File: config.mk
export PLATFORM = sky130hd
export DESIGN_NAME = tap_controller
export DESIGN_NICKNAME = d
export VERILOG_FILES = /design/src/rtl/tap_controller.sv
export SDC_FILE = /design/constraint.sdc
export NUM_CORES = 1
export LEC_CHECK = 0
export ABC_AREA = 1
export CORE_ASPECT_RATIO = 1.2
export CORE_UTILIZATION = 40
export CTS_BUF_LIST = sky130_fd_sc_hd__clkbuf_2 sky130_fd_sc_hd__clkbuf_4 sky130_fd_sc_hd__clkbuf_8
export CTS_CLUSTER_DIAMETER = 100
export DETAILED_ROUTE_END_ITERATION = 10
export PLACE_DENSITY = 0.73
export RECOVER_POWER = 50
export SLEW_MARGIN = 15
export SYNTH_ARGS = -nofsm -noshare
export SYNTH_HDL_FRONTEND = slang
export SYNTH_SLANG_ARGS = --single-unit
File: constraint.sdc
create_clock -name TCK -period 2.7 [get_ports TCK]
set_input_delay 0.675 -clock TCK [delete_from_list [all_inputs] [get_ports TCK]]
set_output_delay 0.675 -clock TCK [all_outputs]
set_load 0.01 [all_outputs]
File: src/rtl/tap_controller.sv
// IEEE 1149.1 TAP controller: 16-state TMS sequencer with registered capture/shift/update
// strobes, TDO mux and a saturating shift-cycle counter.
module tap_controller #(
    parameter int DR_CNT_W = 8
) (
    input  logic                TCK,
    input  logic                TRST_N,
    input  logic                TMS,
    input  logic                dr_tdo,
    input  logic                ir_tdo,
    output logic                TDO,
    output logic                tdo_en,
    output logic [3:0]          state,
    output logic                tlr,
    output logic                capturedr,
    output logic                shiftdr,
    output logic                clockdr,
    output logic                updatedr,
    output logic                captureir,
    output logic                shiftir,
    output logic                updateir,
    output logic [DR_CNT_W-1:0] shift_cnt
);

    typedef enum logic [3:0] {
        TLR    = 4'd0,  RTI    = 4'd1,  SEL_DR = 4'd2,  CAP_DR = 4'd3,
        SH_DR  = 4'd4,  EX1_DR = 4'd5,  PAU_DR = 4'd6,  EX2_DR = 4'd7,
        UPD_DR = 4'd8,  SEL_IR = 4'd9,  CAP_IR = 4'd10, SH_IR  = 4'd11,
        EX1_IR = 4'd12, PAU_IR = 4'd13, EX2_IR = 4'd14, UPD_IR = 4'd15
    } tap_state_e;

    tap_state_e          state_r;
    tap_state_e          next_state_s;
    logic                tdo_en_r;
    logic                tlr_r;
    logic                capturedr_r;
    logic                shiftdr_r;
    logic                clockdr_r;
    logic                updatedr_r;
    logic                captureir_r;
    logic                shiftir_r;
    logic                updateir_r;
    logic [DR_CNT_W-1:0] shift_cnt_r;

    // TAP state register
    always_ff @(posedge TCK or negedge TRST_N) begin
        if (!TRST_N) begin
            state_r <= TLR;
        end else begin
            state_r <= next_state_s;
        end
    end

    // TMS-driven next-state decode
    always_comb begin
        next_state_s = TLR;
        case (state_r)
            TLR:     next_state_s = TMS ? TLR    : RTI;
            RTI:     next_state_s = TMS ? SEL_DR : RTI;
            SEL_DR:  next_state_s = TMS ? SEL_IR : CAP_DR;
            CAP_DR:  next_state_s = TMS ? EX1_DR : SH_DR;
            SH_DR:   next_state_s = TMS ? EX1_DR : SH_DR;
            EX1_DR:  next_state_s = TMS ? UPD_DR : PAU_DR;
            PAU_DR:  next_state_s = TMS ? EX2_DR : PAU_DR;
            EX2_DR:  next_state_s = TMS ? UPD_DR : SH_DR;
            UPD_DR:  next_state_s = TMS ? SEL_DR : RTI;
            SEL_IR:  next_state_s = TMS ? TLR    : CAP_IR;
            CAP_IR:  next_state_s = TMS ? EX1_IR : SH_IR;
            SH_IR:   next_state_s = TMS ? EX1_IR : SH_IR;
            EX1_IR:  next_state_s = TMS ? UPD_IR : PAU_IR;
            PAU_IR:  next_state_s = TMS ? EX2_IR : PAU_IR;
            EX2_IR:  next_state_s = TMS ? UPD_IR : SH_IR;
            UPD_IR:  next_state_s = TMS ? SEL_DR : RTI;
            default: next_state_s = TLR;
        endcase
    end

    // Strobes decoded from next state into flops so they align with the state and never glitch
    always_ff @(posedge TCK or negedge TRST_N) begin
        if (!TRST_N) begin
            tlr_r       <= 1'b1;
            tdo_en_r    <= 1'b0;
            capturedr_r <= 1'b0;
            shiftdr_r   <= 1'b0;
            clockdr_r   <= 1'b0;
            updatedr_r  <= 1'b0;
            captureir_r <= 1'b0;
            shiftir_r   <= 1'b0;
            updateir_r  <= 1'b0;
        end else begin
            tlr_r       <= (next_state_s == TLR);
            tdo_en_r    <= (next_state_s == SH_DR) || (next_state_s == SH_IR);
            capturedr_r <= (next_state_s == CAP_DR);
            shiftdr_r   <= (next_state_s == SH_DR);
            clockdr_r   <= (next_state_s == CAP_DR) || (next_state_s == SH_DR);
            updatedr_r  <= (next_state_s == UPD_DR);
            captureir_r <= (next_state_s == CAP_IR);
            shiftir_r   <= (next_state_s == SH_IR);
            updateir_r  <= (next_state_s == UPD_IR);
        end
    end

    // Shift counter: cleared on entry to capture/reset, bumped on every edge out of a shift cycle
    always_ff @(posedge TCK or negedge TRST_N) begin
        if (!TRST_N) begin
            shift_cnt_r <= {DR_CNT_W{1'b0}};
        end else if ((next_state_s == CAP_DR) || (next_state_s == CAP_IR) ||
                     (next_state_s == TLR)) begin
            shift_cnt_r <= {DR_CNT_W{1'b0}};
        end else if (((state_r == SH_DR) || (state_r == SH_IR)) &&
                     (shift_cnt_r != {DR_CNT_W{1'b1}})) begin
            shift_cnt_r <= shift_cnt_r + DR_CNT_W'(1);
        end else begin
            shift_cnt_r <= shift_cnt_r;
        end
    end

    // Serial output mux follows the registered state only
    always_comb begin
        TDO = 1'b0;
        if (state_r == SH_IR) begin
            TDO = ir_tdo;
        end else if (state_r == SH_DR) begin
            TDO = dr_tdo;
        end else begin
            TDO = 1'b0;
        end
    end

    assign state     = state_r;
    assign tdo_en    = tdo_en_r;
    assign tlr       = tlr_r;
    assign capturedr = capturedr_r;
    assign shiftdr   = shiftdr_r;
    assign clockdr   = clockdr_r;
    assign updatedr  = updatedr_r;
    assign captureir = captureir_r;
    assign shiftir   = shiftir_r;
    assign updateir  = updateir_r;
    assign shift_cnt = shift_cnt_r;

endmodule

======== Yosys cells after proc, flatten, opt, wreduce, memory -nomap -nowiden ========
Cells that the tools add are included.
operators by class
  multiplexer cells ....................... 17
  equal/unequal tests ..................... 22
  reduce and logical (&&, ||, !) cells .... 12
  add/sub/neg operators ................... 1
operators by type and width
  kind                                                              count
  4-bit == test (second input constant)                             12
  4-bit one-hot mux with 12 select lines                            1
  4-bit by 3-bit == test with 1-bit output (second input constant)  5
  4-bit two-way mux                                                 4
  8-bit two-way mux                                                 2
  4-bit by 2-bit == test with 1-bit output (second input constant)  3
  8-bit by 1-bit adder with 8-bit output (second input constant)    1
  4-bit zero test                                                   2
  8-bit != test (second input constant)                             1
  2-bit two-way mux                                                 3
  3-bit two-way mux                                                 2
  1-bit logical OR                                                  5
  1-bit two-way mux                                                 5
  4-bit by 1-bit == test with 1-bit output (second input constant)  1
  2-bit OR reduction                                                2
  3-bit OR reduction                                                1
  2-bit nonzero test                                                1
  1-bit logical AND                                                 1
word-level totals
  flip-flop bits (word level) ............. 21
  input bits .............................. 5
  logic and storage cells ................. 63
  output and inout bits ................... 22

======== Depth between registers and ports, before layout ========
Gate-level depths: netlist (run 1).
  depth after elaboration ................. 7
  gate-level depth with buffers ........... 10
  gate-level depth less buffers ........... 10

======== Worst setup path after synthesis (run 1) ========
No wires, ideal clock.
  path type ............................... input-to-reg
  from .................................... input port TMS
  to ...................................... register shift_cnt_r[4] (netlist: shift_cnt[4])
  cell stages on the path ................. 10
  required time ........................... 2.579 ns
  buffers on the path ..................... 1
  arrival time ............................ 1.610 ns
  setup time .............................. 0.121 ns
  slack ................................... 0.969 ns
  cell sequence ........................... buf_2 -> inv_1 -> nand2_1 -> nand2_1 -> nand2_1 -> nand2_1 -> a21oi_2 -> nand3_2 -> nand2_4 -> nor2_2
between the ends
  longest elaborated chain between the ends .. 6
  elaborated cells between the ends (all ways) .. 20
  classes of those cells .................. eq/ne (2); mux (14); reduce/logical (4)
ends and longest elaborated chain
  item                                                                       RTL line  RTL
  start, declared                                                            8         input logic TMS,
  2-bit two-way mux (tied with other cells)                                  --
  4-bit one-hot mux with 12 select lines (*)                                 57        case (state_r)
  4-bit by 2-bit == test with 1-bit output or 4-bit == test (tied branches)  107       end else if ((next_state_s == CAP_DR) || (next_state_s == CAP_IR) ||
  1-bit logical OR                                                           107
  1-bit logical OR (*)                                                       107
  8-bit two-way mux or 2-bit nonzero test (tied branches)                    --
  end signal, assigned                                                       106       shift_cnt_r <= {DR_CNT_W{1'b0}};
  end signal, assigned                                                       109       shift_cnt_r <= {DR_CNT_W{1'b0}};
  end signal, assigned                                                       112       shift_cnt_r <= shift_cnt_r + DR_CNT_W'(1);
  end, declared                                                              43        logic [DR_CNT_W-1:0] shift_cnt_r;
Mark *: on every way between the ends. The rest lies on a longest branch, timed or not.
A chain may end at the register's enable or synchronous reset.

======== Worst setup path in the final report (run 1) ========
  from .................................... input port dr_tdo
  to ...................................... output port TDO
between the ends
  longest elaborated chain between the ends .. 2
ends and longest elaborated chain
  item               RTL line  RTL
  start, declared    9         input logic dr_tdo,
  1-bit two-way mux  123       end else if (state_r == SH_DR) begin
  1-bit two-way mux  121       if (state_r == SH_IR) begin
  end, declared      11        output logic TDO,
No other way between the ends.

==> summary.txt, run 1 <==
Run status
  • Run status: completed

Flow run
  • Max cap viols: 0

Setup path
  • Critical path's top delay family: buffers and inverters
  • R2R Path Start: state[1]
  • Worst Path Arrival: between 1500 and 2000 ps
  • Crit-path max cell delay: 530 ps
  • WS Path Type: input pin to primary output
  • FF-to-FF path depth: 8
  • CP cell instances: clkdlybuf4s50_1, nand3_1, nand2_1, clkdlybuf4s50_1
  • Worst Setup Start Kind: input pin
  • Most frequent CP cell: clkdlybuf4s50_1
  • WP data required: around 2000 ps
  • Worst-path fanout max: 1
  • CP bufs+invs: 2
  • R2R setup slack: around 810 ps
  • Worst r2r dst: shift_cnt[3]
  • Crit path capture type: primary output
  • Slowest cell on the critical path: clkdlybuf4s50_1

Timing
  • Final Hold Vio Count: 0
  • Worst slew pin tran: 1140 ps
  • Max-slew headroom: 0.241
  • Setup Skew: around 4.6 ps
  • Setup_tns: 0 ps
  • Fmax: slightly above 400 MHz
  • RSZ-0062 raised after global routing: no
  • Fin. max-slew vios: 0
  • Min Tclk post-route: roughly 2500 ps
  • Setup Viol. Count Final: 0
  • Period utilisation layout: 0.918

Yosys
  • Syn. warnings: 0
  • Top post-synthesis cells by area: dfrtp_1, nand2_1, nor2_1, inv_1, nor2_2
  • Register area share after synthesis: 0.452
  • Mapped Cells: about 150
  • #FFs+latches synth: 21
  • Syn nets: 159
  • Post-Syn Area: roughly 1200 um^2
  • Unique masters post-synth: 24
  • Post-Syn Area per Cell: ~7.6 um^2
  • Leading area contributor after synthesis: dfrtp_1
  • Synth top area share: 0.429

Die
  • Starting density of the core: 0.419
  • Die Area: 3140 um^2
  • Die Wd: slightly above 50 um
  • Die Ht: slightly above 60 um
  • Site Rows: 21
  • Placeable Area: about 2800 um^2
  • # IOs: 27

Routing
  • Vias per inst: about 5.1
  • DR pass1 iterations: 4
  • Vias: 1103
  • DRT antenna net count: 0
  • Wire length per cell: ~12 um
  • Detailed Route WL: roughly 2500 um
  • DRC Markers: 0
  • First DRT Iteration DRCs: 45

Global routing
  • Gr usage total: 0.182
  • GR Util met1: 0.191
  • Grt peak-use layer: met2
  • Vias in the first global route: 1025
  • Largest net degree at the start of global routing: 22
  • Routing usage on met3: 0.0321
  • First-pass GRT wire length: about 4200 um
  • Total grt overflow: 0
  • Initial antenna violation count: 0
  • Met2 Track Usage GR: 0.357

Clock tree
  • CTS clk-pin slew, worst paths: 120 ps
  • Clock Latency Late Sink: 300 ps
  • H-tree Lvls: 1
  • CTS Sinks: 21
  • Root Driver: clkbuf_4
  • Post_cts resized: 0
  • CTS tree: yes
  • Setup Buffers After CTS: 0
  • Clk buf depth: 2
  • Total CTS buffers: 3
  • # hold bufs at CTS: 0

Hold path
  • Hold Path Sink: shift_cnt[2]
  • Hold Crit Class: flip-flop to flip-flop
  • Hold path cells: 2
  • Min-delay src: shift_cnt[2]

Final layout
  • Number of inserted diodes: 0
  • Synth-to-Final Area Change: 26.8%
  • # nets final: between 150 and 200
  • Number of fill cells in the layout: around 290
  • Finished Layout Cells: roughly 220
  • Share of cells above drive strength 1: 0.136

Placement
  • Detail Placement HPWL: around 2000 um
  • Placer Congestion: 0.884
  • # port buffers: 26
  • Dpl cells: around 210

Power
  • Pwr Density: approximately 940 nW/um^2
  • VDD IR-drop max: ~0.64 mV
  • Leak: slightly below 0.8 nW
[state kept, by name (all words and copies together) (netlist names)]
register and flops:
capturedr 1, tdo_en 1, captureir 1, shiftir 1, shiftdr 1, updateir 1
tlr 1, state 4, shift_cnt 8, updatedr 1, clockdr 1
[cell usage in the layout, fill, tap and decap left out, types with 2 or more instances in the layout]
cell and n:
nand2_1 47, nor2_1 21, dfrtp_1 20, clkdlybuf4s50_1 20
inv_1 19, nor2_2 11, nand3_1 7, dlygate4sd3_1 6
xor2_1 5, nand4_1 4, inv_2 3, clkbuf_4 3
nand2_2 2, nor3_1 2
[per-stage QoR]
step,setup slack (ps),utilization,total power [mW],hold slack [ps],area (um^2)
6_report,220,0.531,1.39,619,1480
5_1_grt,101,0.531,1.51,679,1480
3_3_place_gp,224,0.531,1.26,590,1480
3_5_place_dp,218,0.531,1.29,600,1480
2_1_floorplan,969,-,1.01,379,1170
4_1_cts,217,0.541,1.44,630,1510
[layout make-up]
cell class                 count  area, um^2  share of cell area
inverter                      22        82.6              0.0558
clock inverter                 1        5.00             0.00338
tap                           34        42.5              0.0288
timing repair buffer          28         272               0.184
clock buffer                   3        22.5              0.0152
sequential                    21         527               0.356
multi-input combinational    109         528               0.357
[cell families after synthesis]
family / Yosys count / share of synthesized area
AO/OA/AOI/OAI: 4 / 0.0215
AND/OR/NAND/NOR: 98 / 0.396
flip-flops: 21 / 0.452
adder cells (fa/ha/maj): 1 / 0.0107
XOR/XNOR: 6 / 0.0451
buffers and inverters: 23 / 0.0751
[worst max-delay path by stage]
stage / startpoint / endpoint / slack, ps / depth (start not counted)
2_1_floorplan: TMS / shift_cnt[4] / 970 / 10
3_3_place_gp: dr_tdo / TDO / 220 / 4
3_5_place_dp: dr_tdo / TDO / 220 / 4
4_1_cts: dr_tdo / TDO / 220 / 4
5_1_grt: state[1] / TDO / 100 / 4
6_report: dr_tdo / TDO / 220 / 4
[cell usage after synthesis]
master     n
buf_2      1
nand3_2    1
inv_2      3
inv_1     19
o21ai_1    1
nor2_1    20
nor2_4     1
dfrtp_1   20
or2_2      1
nor2_2    11
dfstp_2    1
nand2_1   47
nor3_1     2
a21oi_2    1
xor2_1     5
ha_1       1
nand4_1    4
nand2_4    1
xnor2_1    1
nand3_1    7
a31oi_1    1
nand3b_4   1
nand2_2    2
o21ai_0    1
[worst min-delay path: stages (launching register included)]
cell and delay [ps]:
dfrtp_1 410, xor2_1 90, nor2_2 90
[layer usage]
layer	wire, um	up-vias
met3	110	4
met1	1010	531
li1	-	531
met4	19	0
met5	0	-
met2	1400	37
[power breakdown]
part | leakage [nW] | internal, mW | total, mW | switching (mW)
clock network | 0.0177 | 0.0552 | 0.153 | 0.0980
registers | 0.282 | 0.390 | 0.461 | 0.0709
logic | 0.471 | 0.277 | 0.775 | 0.497
(Power assumes the default switching activity.)
==> run 2: changes to the inputs <==
SLEW_MARGIN = 20   (was 15)
==> results of run 2 <==
Final layout, timing and power as in run 1 (identical DEF).
==> run 3: changes to the inputs <==
CTS_BUF_LIST = sky130_fd_sc_hd__clkbuf_2   (was sky130_fd_sc_hd__clkbuf_2 sky130_fd_sc_hd__clkbuf_4 sky130_fd_sc_hd__clkbuf_8)
SKIP_LAST_GASP = 1   (was unset)
==> run 3 against run 2 <==
  * Sequential power hardly changed
  * First-iteration DRC count is 20% higher
  * Combinational power is 2% lower
  * Register-to-register slack worse by 30 ps
  * Design area is 1.0% lower
  * Highest routed layer unchanged
  * Clock power is 14% lower
  * Cell count stayed put
  * Total power is 2.5% lower
  * Via count is 0.36% lower
==> summary.txt, run 3 (synthesized netlist as in run 1, its figures left out) <==
Run status
  • Run status: completed

Placement
  • # port buffers: 26 (unchanged)
  • Placer Congestion: 0.884 (unchanged)
  • Detail Placement HPWL: 1960 um (unchanged)

Setup path
  • Slowest cell on the critical path: clkdlybuf4s50_1
  • WP data required: 2030 ps (about the same)
  • Worst Path Arrival: 1840 ps (+40 ps)
  • Crit-path max cell delay: 530 ps (about the same)
  • Crit path capture type: primary output
  • Worst-path fanout max: 7 (+6)
  • WS Path Type: flip-flop to primary output
  • Worst Setup Start Kind: flip-flop
  • CP cell instances: nor2_1, nand3_1, nand2_1, clkdlybuf4s50_1

Power
  • Sequential share of power: 0.341 (+0.009)
  • Clock power share: 0.097 (-0.013)
  • Pint: 700 uW (-3.1%)
  • Net Sw Power: 654 uW (-1.9%)
  • Switching share of power: 0.483 (+0.00323)
  • Comb power frac: 0.563 (+0.005)
  • VDD IR-drop max: 0.631 mV (-0.83%)
  • Pwr Density: 925 nW/um^2 (-1.5%)
  • Final Power: 1.35 mW (-2.5%)
  • Leak: 0.754 nW (-2.2%)

Global routing
  • Initial antenna violation count: 0 (unchanged)
  • Gr usage total: 0.184 (+0.00210)
  • Total grt overflow: 0 (unchanged)
  • Vias in the first global route: 1026 (+0.098%)
  • First-pass GRT wire length: 4240 um (+0.17%)
  • Largest net degree at the start of global routing: 22 (unchanged)

Routing
  • Wire length per cell: 11.7 um (+0.35%)
  • Vias: 1099 (-0.36%)
  • DRT antenna net count: 0 (unchanged)
  • DRC Markers: 0 (unchanged)
  • First DRT Iteration DRCs: 54 (+20%)
  • Detailed Route WL: 2560 um (+0.35%)
  • DR pass1 iterations: 4 (unchanged)
  • Vias per inst: 5.04 (-0.36%)

Final layout
  • # nets final: 191 (unchanged)
  • Most common cell after layout, fill and taps aside: nand2_1
  • Number of fill cells in the layout: 287 (+0.35%)
  • Number of inserted diodes: 0 (unchanged)
  • Synth-to-Final Area Change: 25.5%
  • Final design utilization: 0.526 (-0.00539)
  • Share of cells above drive strength 1: 0.125 (-0.0109)
  • Most frequent cells in the layout: nand2_1, clkdlybuf4s50_1, nor2_1, dfrtp_1, inv_1
  • Largest register FFs: 8 (unchanged)

Hold path
  • Hold Crit Class: flip-flop to flip-flop

Clock tree
  • Total CTS buffers: 3 (unchanged)
  • Clock Latency Late Sink: 320 ps (+20 ps)
  • CTS clk-pin slew, worst paths: 200 ps (+80 ps)
  • CTS tree: yes
  • # hold bufs at CTS: 0 (unchanged)
  • H-tree Lvls: 1 (unchanged)
  • Root Driver: clkbuf_2
  • Setup Buffers After CTS: 0 (unchanged)
  • CTS Sinks: 21 (unchanged)
  • Clk buf depth: 2 (unchanged)
  • Post_cts resized: 0 (unchanged)

Die
  • Die Area: 3140 um^2 (unchanged)
  • Placeable Area: 2790 um^2 (unchanged)
  • Site Rows: 21 (unchanged)
  • Die Wd: 51.3 um (unchanged)
  • # IOs: 27 (unchanged)
  • Die Ht: 61.1 um (unchanged)
  • Starting density of the core: 0.419 (unchanged)

Timing
  • Final Hold Vio Count: 0 (unchanged)
  • Setup_tns: 0 ps (unchanged)
  • Period utilisation layout: 0.933 (+0.0143)
  • Worst slew pin tran: 1130 ps (-12.1 ps)
  • Setup Skew: 8.51 ps (+3.91 ps)
  • Fin. max-slew vios: 0 (unchanged)
  • Setup Viol. Count Final: 0 (unchanged)
  • Max-slew headroom: 0.249 (+0.00806)
  • Min Tclk post-route: 2520 ps (+38.6 ps)
  • RSZ-0062 raised after global routing: no
  • Fmax: 397 MHz (-1.5%)

Flow run
  • Max cap viols: 0 (unchanged)
-- run 3: cell types whose count changed in the layout (fill, tap and decap cells not counted), sizes merged --
cell,change
clkdlybuf4s50,+4
dlygate4sd3,-4
-- run 3: layer usage --
layer,up-vias,share of wire,global-route usage
met4,0,0.0031,0.0849
met3,2,0.058,0.0321
met2,50,0.55,0.359
met5,-,0,0
li1,528,-,-
met1,519,0.39,0.191
-- run 3: final cells by class --
cell class,instances,area [um^2],share of cell area
Clock buffer,3,15.0,0.0103
Clock inverter,1,5.00,0.00342
Inverter,22,82.6,0.0564
Multi-Input combinational cell,109,520,0.356
Sequential cell,21,527,0.360
Tap cell,34,42.5,0.0291
Timing Repair Buffer,28,272,0.185
-- run 3: stage by stage --
step	instance area [um^2]	setup slack (ps)	hold slack, ps	instances
global route	1460	31.4	697	218
detailed placement	1480	218	600	214
global placement	1480	224	590	214
finish	1460	182	633	218
CTS	1500	166	646	218
floorplan	1170	969	379	153
-- run 3: final timing paths --
check | startpoint | to | slack (ps) | cells past startpoint
hold reg to reg | shift_cnt[2] | shift_cnt[2] | 630 | 2
hold / removal | shift_cnt[2] | shift_cnt[2] | 630 | 2
setup / recovery | state[1] | TDO | 180 | 4
min in group asynchronous | TRST_N | shift_cnt[2] | 1050 | 2
setup reg to reg | state[1] | shift_cnt[3] | 780 | 8
max in group asynchronous | TRST_N | capturedr | 980 | 2
-- run 3: power by group through the flow --
| stage | Combinational (mW) | Sequential, mW | Clock, mW |
|---|---|---|---|
| 6_report | 0.762 | 0.462 | 0.131 |
| 5_1_grt | 0.858 | 0.472 | 0.153 |
| 4_1_cts | 0.823 | 0.462 | 0.140 |
| 3_5_place_dp | 0.818 | 0.468 | 0 |
| 3_3_place_gp | 0.798 | 0.465 | 0 |
| 2_1_floorplan | 0.520 | 0.487 | 0 |
-- run 3: critical path: cells and delay by family, from the launching register on --
family	cells	cell delay, ps
flip-flops	1	510
AND/OR/NAND/NOR	3	480
buffers and inverters	1	530
